`config.mk`:
```
export PLATFORM = sky130hd
export DESIGN_NAME = modulo_updown_counter
export DESIGN_NICKNAME = d
export VERILOG_FILES = /design/src/rtl/modulo_updown_counter_pkg.sv /design/src/rtl/counter_prescaler.sv /design/src/rtl/modulo_updown_counter.sv
export SDC_FILE = /design/constraint.sdc
export NUM_CORES = 1
export LEC_CHECK = 0
export BUFFER_PORTS_ARGS = -buffer_cell sky130_fd_sc_hd__buf_2
export CELL_PAD_IN_SITES_DETAIL_PLACEMENT = 1
export CELL_PAD_IN_SITES_GLOBAL_PLACEMENT = 1
export CORE_MARGIN = 4
export CORE_UTILIZATION = 39
export CTS_CLUSTER_DIAMETER = 50
export DETAILED_ROUTE_END_ITERATION = 6
export PLACE_DENSITY = 0.88
export SYNTH_ARGS = -nofsm -noshare
export SYNTH_HDL_FRONTEND = slang
export SYNTH_HIERARCHICAL = 1
export SYNTH_SLANG_ARGS = --single-unit
```
`constraint.sdc`:
```
create_clock -name clk -period 2.35 [get_ports clk]
set_input_delay 0.3525 -clock clk [delete_from_list [all_inputs] [get_ports clk]]
set_output_delay 0.3525 -clock clk [all_outputs]
set_load 0.01 [all_outputs]
```
`src/rtl/modulo_updown_counter_pkg.sv`:
```
// Shared definitions for the modulo up/down counter: direction encoding,
// wrap-flag bundle and the parameter legality check.
package modulo_updown_counter_pkg;

  // Direction encoding on the dir input.
  localparam logic DIR_UP   = 1'b0;
  localparam logic DIR_DOWN = 1'b1;

  // Registered wrap pulses, always cleared together.
  typedef struct packed {
    logic ovf;
    logic unf;
  } wrap_flags_t;

  // MODULO must lie in 2 .. 2**BITS.
  function automatic bit modulo_legal(input int unsigned bits, input longint unsigned modulo);
    return (modulo >= 64'd2) && (modulo <= (64'd1 << bits));
  endfunction

endpackage

```
`src/rtl/counter_prescaler.sv`:
```
// Clock-enable prescaler: emits one tick every div+1 enabled cycles.
// Phase holds while ena is low; clr restarts the period.
module counter_prescaler #(
  parameter int PRE_BITS = 8
) (
  input  logic                clk,
  input  logic                rst,
  input  logic                ena,
  input  logic                clr,
  input  logic [PRE_BITS-1:0] div,
  output logic                tick
);

  logic [PRE_BITS-1:0] pre_cnt_q, pre_cnt_d;

  assign tick = ena & (pre_cnt_q == div);

  // Next phase; a phase left beyond a shrunken div restarts at 0 without a tick.
  always_comb begin
    pre_cnt_d = pre_cnt_q;
    if (clr) begin
      pre_cnt_d = '0;
    end else if (ena) begin
      if (pre_cnt_q >= div) begin
        pre_cnt_d = '0;
      end else begin
        pre_cnt_d = pre_cnt_q + 1'b1;
      end
    end
  end

  // Phase register with asynchronous reset.
  always_ff @(posedge clk or posedge rst) begin
    if (rst) begin
      pre_cnt_q <= '0;
    end else begin
      pre_cnt_q <= pre_cnt_d;
    end
  end

endmodule

```
`src/rtl/modulo_updown_counter.sv`:
```
// Modulo-N up/down counter with prescaled count enable, synchronous clear/load
// (with clamp), combinational terminal count and registered wrap pulses.
module modulo_updown_counter
  import modulo_updown_counter_pkg::*;
#(
  parameter int BITS     = 4,
  parameter int MODULO   = 2 ** BITS,
  parameter int PRE_BITS = 8
) (
  input  logic                clk,
  input  logic                rst,
  input  logic                ena,
  input  logic                clr,
  input  logic                load,
  input  logic [BITS-1:0]     load_val,
  input  logic                dir,
  input  logic [PRE_BITS-1:0] pre_div,
  output logic [BITS-1:0]     out,
  output logic                tc,
  output logic                ovf,
  output logic                unf
);

  if (BITS < 1 || PRE_BITS < 1) begin : gen_width_check
    $error("modulo_updown_counter: BITS and PRE_BITS must be >= 1");
  end
  if (!modulo_legal(BITS, MODULO)) begin : gen_modulo_check
    $error("modulo_updown_counter: MODULO must satisfy 2 <= MODULO <= 2**BITS");
  end

  // One extra bit so MODULO = 2**BITS is representable for the load clamp.
  localparam logic [BITS:0]   ModuloW = (BITS + 1)'(MODULO);
  localparam logic [BITS-1:0] MaxVal  = BITS'(MODULO - 1);

  logic [BITS-1:0] count_q, count_d;
  wrap_flags_t     flags_q, flags_d;
  logic            tick;
  logic            at_top, at_bottom;

  // Load also restarts the prescale period.
  counter_prescaler #(
    .PRE_BITS(PRE_BITS)
  ) u_prescaler (
    .clk (clk),
    .rst (rst),
    .ena (ena),
    .clr (clr | load),
    .div (pre_div),
    .tick(tick)
  );

  assign at_top    = (count_q == MaxVal);
  assign at_bottom = (count_q == '0);

  // Next count and wrap flags; priority clr > load > tick.
  always_comb begin
    count_d = count_q;
    flags_d = '0;
    if (clr) begin
      count_d = '0;
    end else if (load) begin
      count_d = ({1'b0, load_val} >= ModuloW) ? MaxVal : load_val;
    end else if (tick) begin
      if (dir == DIR_DOWN) begin
        if (at_bottom) begin
          count_d     = MaxVal;
          flags_d.unf = 1'b1;
        end else begin
          count_d = count_q - 1'b1;
        end
      end else begin
        if (at_top) begin
          count_d     = '0;
          flags_d.ovf = 1'b1;
        end else begin
          count_d = count_q + 1'b1;
        end
      end
    end
  end

  // Count and flag registers with asynchronous reset.
  always_ff @(posedge clk or posedge rst) begin
    if (rst) begin
      count_q <= '0;
      flags_q <= '0;
    end else begin
      count_q <= count_d;
      flags_q <= flags_d;
    end
  end

  // Terminal count is combinational so it can enable a cascaded stage this cycle.
  assign tc  = tick & ~clr & ~load & ((dir == DIR_UP) ? at_top : at_bottom);
  assign out = count_q;
  assign ovf = flags_q.ovf;
  assign unf = flags_q.unf;

endmodule

```
==> run summary <==
Cell taking the most area after synthesis = dfrtp_1
Final Worst Setup Slack = 56.6 ps
#FFs+latches synth = 14
Max Freq = 436 MHz
Syn Nets = 152
Crit end category = output pin
Max Cap Viol = 0
Critical path launch point type = flop
Post-synth top cells = 16 x inv_1, 15 x nor2_1, 14 x dfrtp_1
Asr flop ratio synth = 1.00
Routed length on met1 = 1.19 mm
Synthesis Warnings = 6
Post-Place Cells = 175
WHS Path Cells = 2
CTS Buf Count = 3
Netlist Area Pre-Place = 0.00109 sq mm
Worst slew margin = 0.724
CP Max Fanout = 3
Clock Tree Buf Depth = 2
DR iter-0 viols = 27
Hold crit path type = in -> reg
Slowest CP cell = dfrtp_1
Final Critical Period = 2290 ps
Worst path required time = 2000 ps
Area share of fa/ha/maj cells after synthesis = 0.138
Worst-margin pin slew = 415 ps
Synth top area cells = dfrtp_1 32%, ha_1 14%, inv_1 5.5%
Clock Pin Slew Worst Setup and Hold Paths = 80 ps
Synth Area per Inst = 8.94 sq um
Clock skew = 2.10 ps
RSZ-0062 raised after global routing = yes
First-pass GRT wire length = 5.36 mm
Worst vdd ir = 320 uV
H-tree depth = 1
Ant diodes = 0
Pwr Density = 379 mW/mm^2
Synth unique cells = 37
Fin. Hold Viols = 0
Routed wire length = 3.35 mm
Main flop type after synthesis = dfrtp_1
CTS sink cnt = 14
Crit path arrival time = 1940 ps
Slowest stage delay, CP = 440 ps
DR vias = 1066
DP Area = 0.00124 sq mm
Largest net degree at the start of global routing = 11
Top-count cell post-synth = inv_1
Synth top area share = 0.321
Fin crit share = 0.976
Gr usage total = 0.199
Worst Hold End = out[0]
Compound-Gate Fraction of Synth Area = 0.217
Largest family of logic cells by synthesized area = compound AO/OA/AOI/OAI gates
Post-synthesis simple-gate area fraction = 0.183
HP Start = clr
Vias in the first global route = 1183
Syn-to-layout area delta = 32.8%
Post-synthesis mux area share = 0.0103
Worst r2r path cells = 9
Initial Utilization = 0.425
Met2 WL = 1.96 mm
Fin. max-slew vios = 0
RR Startpoint = u_prescaler/pre_cnt_q[7]
Total global routing overflow = 0
Status = finished, final reports clean
CP cell instances = ha_4 -> nand4_1 -> nor3_2 -> inv_1 -> or2_4 -> a21oi_2 -> buf_2
Die X = 60.9 um
CP Class = reg -> out
Fin area = 0.00145 sq mm
Lkg Pwr = 0.729 nW
Core Util, Final = 0.564
Post-synthesis xor/xnor area fraction = 0.0482
Vias/cell = 5.52
Final nets = 194
R2r setup slk = 100 ps
Antenna Nets Post-Route = 0
DP HPWL = 2.49 mm
Crit-path leading delay family = simple AND/OR/NAND/NOR gates
Number of flops mapped to enable cells by yosys = 0
CTS root buffer = clkbuf_4
Initial antenna violation count = 0
IO Pins = 25
CTS tree = yes
Syn Inst Count = 122
Seq/Total Area, Yosys = 0.321
Die Y = 60.9 um
Core Area = 0.00257 sq mm
Die area = 0.00371 sq mm
Setup-failing EPs final = 0
Router iterations before antenna repair = 6
DRC errors left = 0
# rows = 18
Dpl ws = -3.86 ps
Buffers and inverters on the worst path = 2
Met3 wire length = 142 um
Worst-Skew Late Latency = 280 ps
Fraction of layout instances using a drive strength above 1 = 0.368
Non-Filler Instances = 193
Top routing layer in use = met4
Gpl congestion = 0.855
DR WL/cell = 17.4 um
Port buffer count = 24
Worst r2r dst = u_prescaler/pre_cnt_q[2]
-- flip-flops by register name, summed over array words and instances (netlist names) --
register	flops
unf	1
u_prescaler/pre_cnt_q	8
ovf	1
out	4
-- where the power goes --
part	internal (mW)	switching [mW]	total, mW
Combinational	0.0560	0.0662	0.122
Clock	0.0943	0.0787	0.173
Sequential	0.246	0.00815	0.254
-- logic make-up (layout without fill, tap and decap cells) --
logic type	Yosys count	in the layout
AO/OA/AOI/OAI	31	31
XOR/XNOR	6	6
adder cells (fa/ha/maj)	12	12
buffers and inverters	21	62
flip-flops	14	14
multiplexers	1	1
AND/OR/NAND/NOR	37	37
-- layout by cell type (no fill, tap or decap), drive strengths merged, types with 2 or more instances in the layout --
cell / synthesis / final
nand2: 3 / 3
xnor2: 4 / 4
clkbuf: 0 / 4
or2: 2 / 2
o21ai: 4 / 4
nand3: 2 / 2
xor2: 2 / 2
or3: 2 / 2
nor2: 15 / 15
ha: 12 / 12
dfrtp: 14 / 14
a21o: 5 / 5
buf: 3 / 39
a311oi: 2 / 2
a31oi: 2 / 2
nor3: 2 / 2
a21oi: 9 / 9
inv: 18 / 18
nand4: 4 / 4
nand2b: 2 / 2
-- worst max-delay path by stage --
| stage | start | cells after the start | to |
|---|---|---|---|
| final | u_prescaler/pre_cnt_q[7] | 7 | tc |
| after global placement | pre_div[7] | 9 | tc |
| after detailed placement | pre_div[7] | 9 | tc |
| after global routing | u_prescaler/pre_cnt_q[7] | 7 | tc |
| after floorplan | u_prescaler/pre_cnt_q[7] | 7 | tc |
| after CTS | u_prescaler/pre_cnt_q[5] | 7 | tc |
-- layer usage --
layer  up-vias  global-route usage
met2        26               0.415
met4         0              0.0433
met3         8              0.0447
met5         -                   0
met1       522               0.194
li1        510                   -
-- final cells by class --
class	count	area [sq um]
fill	320	1120
multi-input combinational	87	713
sequential	14	352
timing repair buffer	40	243
inverter	18	67.6
tap	30	37.5
clock buffer	4	36.3
-- timing repair --
item,in CTS,in global routing
resized for setup,6,3
setup buffers,8,5
endpoints found under the hold margin,6,0
pin swaps,2,4
hold buffers,1,0
setup endpoints to repair,1,6
cloned,0,0
-- per-stage QoR --
step | hold WS [ps] | setup TNS [ps] | total power [mW]
finish | 300 | 0 | 0.549
global route | 286 | -91.3 | 0.586
detailed placement | 284 | -3.86 | 0.365
floorplan | 143 | 0 | 0.327
CTS | 295 | 0 | 0.546
global placement | 288 | 0 | 0.357
(Power assumes the default switching activity.)
